<file path="config.mk">
export PLATFORM = sky130hd
export DESIGN_NAME = cp0_regfile
export DESIGN_NICKNAME = d
export VERILOG_FILES = /design/src/rtl/cp0_regfile_pkg.sv /design/src/rtl/cp0_timer.sv /design/src/rtl/cp0_regfile.sv
export SDC_FILE = /design/constraint.sdc
export NUM_CORES = 1
export LEC_CHECK = 0
export CORE_UTILIZATION = 51
export DETAILED_ROUTE_END_ITERATION = 10
export PLACE_DENSITY = 0.85
export SYNTH_ARGS = -nofsm -noshare
export SYNTH_HDL_FRONTEND = slang
export SYNTH_SLANG_ARGS = --single-unit
export TNS_END_PERCENT = 10
</file>
<file path="constraint.sdc">
create_clock -name clk -period 2.89 [get_ports clk]
set_input_delay 0.578 -clock clk [delete_from_list [all_inputs] [get_ports clk]]
set_output_delay 0.578 -clock clk [all_outputs]
set_load 0.005 [all_outputs]
</file>
<file path="src/rtl/cp0_regfile_pkg.sv">
// Shared CP0 constants: WB-to-CP0 bus layout, register addresses, exception codes.
package cp0_regfile_pkg;

  localparam int WB_TO_CP0_REGISTER_BUS_WD = 110;

  localparam logic [4:0] CR_BADVADDR = 5'd8;
  localparam logic [4:0] CR_COUNT    = 5'd9;
  localparam logic [4:0] CR_COMPARE  = 5'd11;
  localparam logic [4:0] CR_STATUS   = 5'd12;
  localparam logic [4:0] CR_CAUSE    = 5'd13;
  localparam logic [4:0] CR_EPC      = 5'd14;

  localparam logic [4:0] EXC_INT  = 5'h00;
  localparam logic [4:0] EXC_ADEL = 5'h04;
  localparam logic [4:0] EXC_ADES = 5'h05;
  localparam logic [4:0] EXC_SYS  = 5'h08;
  localparam logic [4:0] EXC_BP   = 5'h09;
  localparam logic [4:0] EXC_RI   = 5'h0a;
  localparam logic [4:0] EXC_OV   = 5'h0c;

  localparam logic [31:0] STATUS_RESET = 32'h0040_0000;

  typedef struct packed {
    logic        ex;
    logic [4:0]  excode;
    logic [31:0] badvaddr;
    logic        bd;
    logic [31:0] pc;
    logic        mtc0_we;
    logic [4:0]  addr;
    logic [31:0] wdata;
    logic        eret;
  } wb_cp0_bus_t;

  function automatic logic is_addr_exc(input logic [4:0] excode);
    return (excode == EXC_ADEL) || (excode == EXC_ADES);
  endfunction

endpackage

</file>
<file path="src/rtl/cp0_timer.sv">
// Count/Compare timer: Count advances every other cycle, TI latches on a match
// and is cleared only by a write to Compare.
module cp0_timer
  import cp0_regfile_pkg::*;
(
  input  logic        clk,
  input  logic        reset,
  input  logic        count_we,
  input  logic        compare_we,
  input  logic [31:0] wdata,
  output logic [31:0] count,
  output logic [31:0] compare,
  output logic        ti
);

  logic tick;

  always_ff @(posedge clk) begin
    if (reset) begin
      tick    <= 1'b0;
      count   <= 32'd0;
      compare <= 32'd0;
      ti      <= 1'b0;
    end else begin
      tick <= ~tick;
      if (count_we)
        count <= wdata;
      else if (tick)
        count <= count + 32'd1;
      if (compare_we)
        compare <= wdata;
      // Clearing on a Compare write takes precedence over a same-cycle match.
      if (compare_we)
        ti <= 1'b0;
      else if (count == compare)
        ti <= 1'b1;
    end
  end

endmodule

</file>
<file path="src/rtl/cp0_regfile.sv">
// CP0 register file fed by write-back: exception entry, ERET, MTC0 writes,
// MFC0 reads, interrupt-pending generation and EPC for the ERET redirect.
module cp0_regfile
  import cp0_regfile_pkg::*;
(
  input  logic                                 clk,
  input  logic                                 reset,
  input  logic [WB_TO_CP0_REGISTER_BUS_WD-1:0] wb_to_cp0_register_bus,
  input  logic [5:0]                           ext_int_in,
  output logic [31:0]                          cp0_rdata,
  output logic [31:0]                          cp0_epc,
  output logic                                 has_int
);

  wb_cp0_bus_t bus;
  assign bus = wb_to_cp0_register_bus;

  logic do_ex, do_eret, do_mtc0;
  assign do_ex   = bus.ex & ~bus.eret;
  assign do_eret = bus.eret;
  assign do_mtc0 = bus.mtc0_we & ~bus.ex & ~bus.eret;

  logic [7:0]  status_im;
  logic        status_exl;
  logic        status_ie;
  logic        cause_bd;
  logic [5:0]  cause_ip_hw;
  logic [1:0]  cause_ip_sw;
  logic [4:0]  cause_excode;
  logic [31:0] epc;
  logic [31:0] badvaddr;

  logic [31:0] count, compare;
  logic        ti;

  cp0_timer u_timer (
    .clk        (clk),
    .reset      (reset),
    .count_we   (do_mtc0 && (bus.addr == CR_COUNT)),
    .compare_we (do_mtc0 && (bus.addr == CR_COMPARE)),
    .wdata      (bus.wdata),
    .count      (count),
    .compare    (compare),
    .ti         (ti)
  );

  always_ff @(posedge clk) begin
    if (reset) begin
      status_im    <= 8'd0;
      status_exl   <= 1'b0;
      status_ie    <= 1'b0;
      cause_bd     <= 1'b0;
      cause_ip_hw  <= 6'd0;
      cause_ip_sw  <= 2'd0;
      cause_excode <= 5'd0;
      epc          <= 32'd0;
      badvaddr     <= 32'd0;
    end else begin
      // The timer interrupt shares IP7 with the highest external line.
      cause_ip_hw <= {ext_int_in[5] | ti, ext_int_in[4:0]};
      if (do_ex) begin
        if (!status_exl) begin
          epc      <= bus.bd ? bus.pc - 32'd4 : bus.pc;
          cause_bd <= bus.bd;
        end
        cause_excode <= bus.excode;
        status_exl   <= 1'b1;
        if (is_addr_exc(bus.excode))
          badvaddr <= bus.badvaddr;
      end else if (do_eret) begin
        status_exl <= 1'b0;
      end else if (do_mtc0) begin
        case (bus.addr)
          CR_STATUS: begin
            status_im  <= bus.wdata[15:8];
            status_exl <= bus.wdata[1];
            status_ie  <= bus.wdata[0];
          end
          CR_CAUSE: cause_ip_sw <= bus.wdata[9:8];
          CR_EPC:   epc         <= bus.wdata;
          default: ;
        endcase
      end
    end
  end

  logic [31:0] status_val, cause_val;
  assign status_val = {9'd0, 1'b1, 6'd0, status_im, 6'd0, status_exl, status_ie};
  assign cause_val  = {cause_bd, 15'd0, cause_ip_hw, cause_ip_sw, 1'b0, cause_excode, 2'b00};

  always_comb begin
    cp0_rdata = 32'd0;
    case (bus.addr)
      CR_BADVADDR: cp0_rdata = badvaddr;
      CR_COUNT:    cp0_rdata = count;
      CR_COMPARE:  cp0_rdata = compare;
      CR_STATUS:   cp0_rdata = status_val;
      CR_CAUSE:    cp0_rdata = cause_val;
      CR_EPC:      cp0_rdata = epc;
      default:     cp0_rdata = 32'd0;
    endcase
  end

  assign cp0_epc = epc;
  assign has_int = (|({cause_ip_hw, cause_ip_sw} & status_im)) & status_ie & ~status_exl;

endmodule

</file>
==> results.md <==
- Status: complete, no violations
- Post-synth EDFFs: 0
- Initial core utilization: 0.5286
- Final ANT Viol Nets: 0
- Layout cells sized above 1: 0.1373
- Prevailing post-synth register cell: dfxtp_1
- Multi-input combinational cell area: 0.004871 mm²
- Hold_ws: roughly 460 ps
- Post-Synth Adder-Cell Area: 0.003068
- Root Buffer: clkbuf_16
- Met3 WL: 3.902 mm
- Antenna violations before repair: 0
- Synthesis-stage register bit count: ~150
- Ys Warns: 0
- Syn avg cell area: just under 8 µm²
- Largest net degree at the start of global routing: 72
- Synth Net Count: ~1200
- Avg WL per Cell: about 21 µm
- HP Class: register to register
- Hold Fails Final Rpt: 0
- Max frequency: roughly 350 MHz
- Post-CTS Hold Fix Bufs: 0
- Area of the core: around 0.015 mm²
- Simple-gate portion of the synthesized area: 0.2643
- Clk pin slew, worst setup/hold paths: about 60 ps
- Post-synth top area share: 0.3780
- R2R cell count: 6
- Synth Area in Compound Gates: 0.2129
- Max-slew headroom: 0.4862
- Post-Synthesis Cells: between 1000 and 1500
- CTS tree: yes
- Routed WL: between 30 and 40 mm
- # DRC: 0
- Iteration-0 DRC Markers: 1262
- First-pass GRT wire length: roughly 47 mm
- Worst Tran Pin Value: a little under 800 ps
- Gpl congestion: 0.9664
- Grt total ovfl: 0
- Met1 wire length: 12.65 mm
- Area Growth Syn to Fin: 40.80%
- Most common cell in the netlist: nand2_1
- Hold-critical path endpoint: badvaddr[17]$_SDFFE_PP0P_
- Final WS setup: ~67 ps
- DR vias: between 9000 and 10000
- Sequential fraction of the synthesis area: 0.3780
- Nets@finish: about 1400
- Die W: approximately 130 µm
- Critical path's slowest cell: dlygate4sd2_1
- Max-slew violations: 0
- Via/cell ratio: roughly 6.3
- Seq. cell area: around 0.0031 mm²
- Clock skew: ~5.7 ps
- First-pass detailed-route iteration total: 6
- Critical Path RT: ~2300 ps
- Total track usage: 0.3734
- Worst slack, placed: -315.9 ps
- Max Used Layer: met4
- CP cell instances: dlygate4sd2_1, inv_1, nor3_4, buf_12, buf_4, buf_12, a22oi_1, nand3_1, clkdlybuf4s15_1
- Fraction of synthesized cell area in xor and xnor cells: 0.09021
- Setup Viol. Count Final: 0
- Inserted Clock Buffers: 17
- Filler cell count: 1178
- Commonest cells in the netlist: nand2_1, dfxtp_1, a21oi_1
- RSZ-0062 raised after global routing: false
- Routed length on met2: 13.66 mm
- RR Startpoint: u_timer.count[0]$_SDFFE_PP0P_
- Antenna diodes: 0
- Hold path depth: 2
- Max incr delay on CP: about 420 ps
- VDD IR max: 0.0004611 V
- I/O Pins: between 150 and 200
- Post-synth ARST share: 0
- Setup crit start kind: input pin
- Largest family of logic cells by synthesized area: simple AND/OR/NAND/NOR gates
- Most used cell along the critical path: buf_12
- Worst Path Buf+Inv: 6
- Worst flop-to-flop path endpoint: u_timer.count[28]$_SDFFE_PP0P_
- # rows: 45
- Sink Count: approximately 150
- Tmin final: about 2800 ps
- PortBufs: between 150 and 200
- Synth unique cells: 55
- Number of global-route vias before repair: between 8000 and 9000
- Leak: around 4.1 nW
- CP Class: input pin to primary output
- Die area: 0.01650 mm²
- Final clock period utilization by the worst path: 0.9769
- Worst-case clock buffer depth: 2
- Setup crit end kind: primary output
- Worst EP arrival: 2250 ps
- Main area contributors after synthesis: dfxtp_1, nand2_1, a22oi_1
- Post-synth top area cell: dfxtp_1
- Post-synthesis cell area: 0.008155 mm²
- CP top delay family: buffers and inverters
- Power, Total: between 5 and 6 mW
- # H-tree levels: 4
- Worst-path maximum fanout: 9
- PwrDens: about 470 mW/mm²
- WP depth: 9
- Clk Latency, worst-skew pair: approximately 430 ps
- Hpwl dp: around 22 mm
- Reg2reg setup slack: between 400 and 500 ps
- Hold Crit Start: badvaddr[17]$_SDFFE_PP0P_
- Max Cap Viol: 0
- Die height: ~130 µm
- Multiplexer share of the synthesized area: 0.009819
[cell usage in the layout (no fill, tap or decap), drive strengths merged, types with 6 or more instances in the layout]
cell type and n:
nand2 209, dfxtp 154, clkdlybuf4s50 144, a21oi 105
buf 91, a22oi 73, xnor2 62, nor2 61
nand3 45, a211oi 33, clkbuf 27, xor2 22
nand4 22, nor4 20, or3 16, nor3 16
o211ai 14, inv 10, clkdlybuf4s15 10, o21ai 9
mux2i 8, o22ai 7, nor2b 7, nor3b 6
dlymetal6s2s 6, and2 6, nand2b 6, or4 6
[layer usage]
layer,track usage,up-vias
met2,0.5625,674
met3,0.09106,123
met1,0.5120,4261
met4,0.1509,0
li1,-,4158
met5,0,-
[logic make-up (layout without fill, tap and decap cells)]
group,after synthesis,count (layout)
simple gates,443,443
buf+inv,88,303
compound gates,266,266
mux,8,8
xor+xnor,84,84
fa+ha+maj,2,2
flops,154,154
[how the worst max path moves through the flow]
stage,to,slack (ps),start
6_report,cp0_rdata[3],70,wb_to_cp0_register_bus[34]
5_1_grt,cp0_rdata[3],30,wb_to_cp0_register_bus[34]
4_1_cts,cp0_rdata[30],-260,wb_to_cp0_register_bus[35]
3_5_place_dp,cp0_rdata[3],-320,wb_to_cp0_register_bus[35]
3_3_place_gp,cp0_rdata[3],-300,wb_to_cp0_register_bus[35]
2_1_floorplan,cp0_rdata[1],540,wb_to_cp0_register_bus[34]
[area by class of cell]
| type | instances | share of cell area |
|---|---|---|
| well taps | 211 | 0.02299 |
| inverters | 9 | 0.002942 |
| multi-input cells | 803 | 0.4242 |
| flip-flops and latches | 154 | 0.2685 |
| repair buffers | 262 | 0.2239 |
| clock inverters | 13 | 0.01885 |
| clock buffers | 19 | 0.03857 |
[timing repair]
action / in CTS / in global routing
resized for setup: 105 / 37
pin swaps: 14 / 8
buffers inserted: 7 / 12
gates cloned: 4 / 0
endpoints found under the setup margin: 32 / 32
[worst min-delay path: stages, from the launching register on]
cell,delay [ps]
dfxtp_1,310
nand2_1,50
a21oi_1,50
[power breakdown]
group	switching (mW)	total [mW]	leakage, nW	internal [mW]
sequential	0.0806	2.26	1.25	2.18
combinational	0.294	0.616	2.59	0.322
clock	0.923	2.49	0.310	1.56
total	1.30	5.36	4.15	4.06
[stage by stage]
step / cell area, µm² / cells / utilization / TNS, ps
final: 11480 / 1471 / 0.7443 / 0
after global routing: 11480 / 1471 / 0.7443 / 0
after CTS: 11340 / 1459 / 0.7353 / -1993
after detailed placement: 10490 / 1416 / 0.6796 / -8350
after global placement: 10490 / 1416 / 0.6796 / -7718
after floorplan: 8155 / 1045 / - / 0
[sequential cells by signal, indices dropped and copies added, names as in the netlist, 2 cells and up]
name,flops
badvaddr,32
u_timer.count,32
status_im,8
cause_excode,5
cause_ip_hw,6
cause_ip_sw,2
cp0_epc,32
u_timer.compare,32
Note: power is estimated with default switching activity, not from simulation.
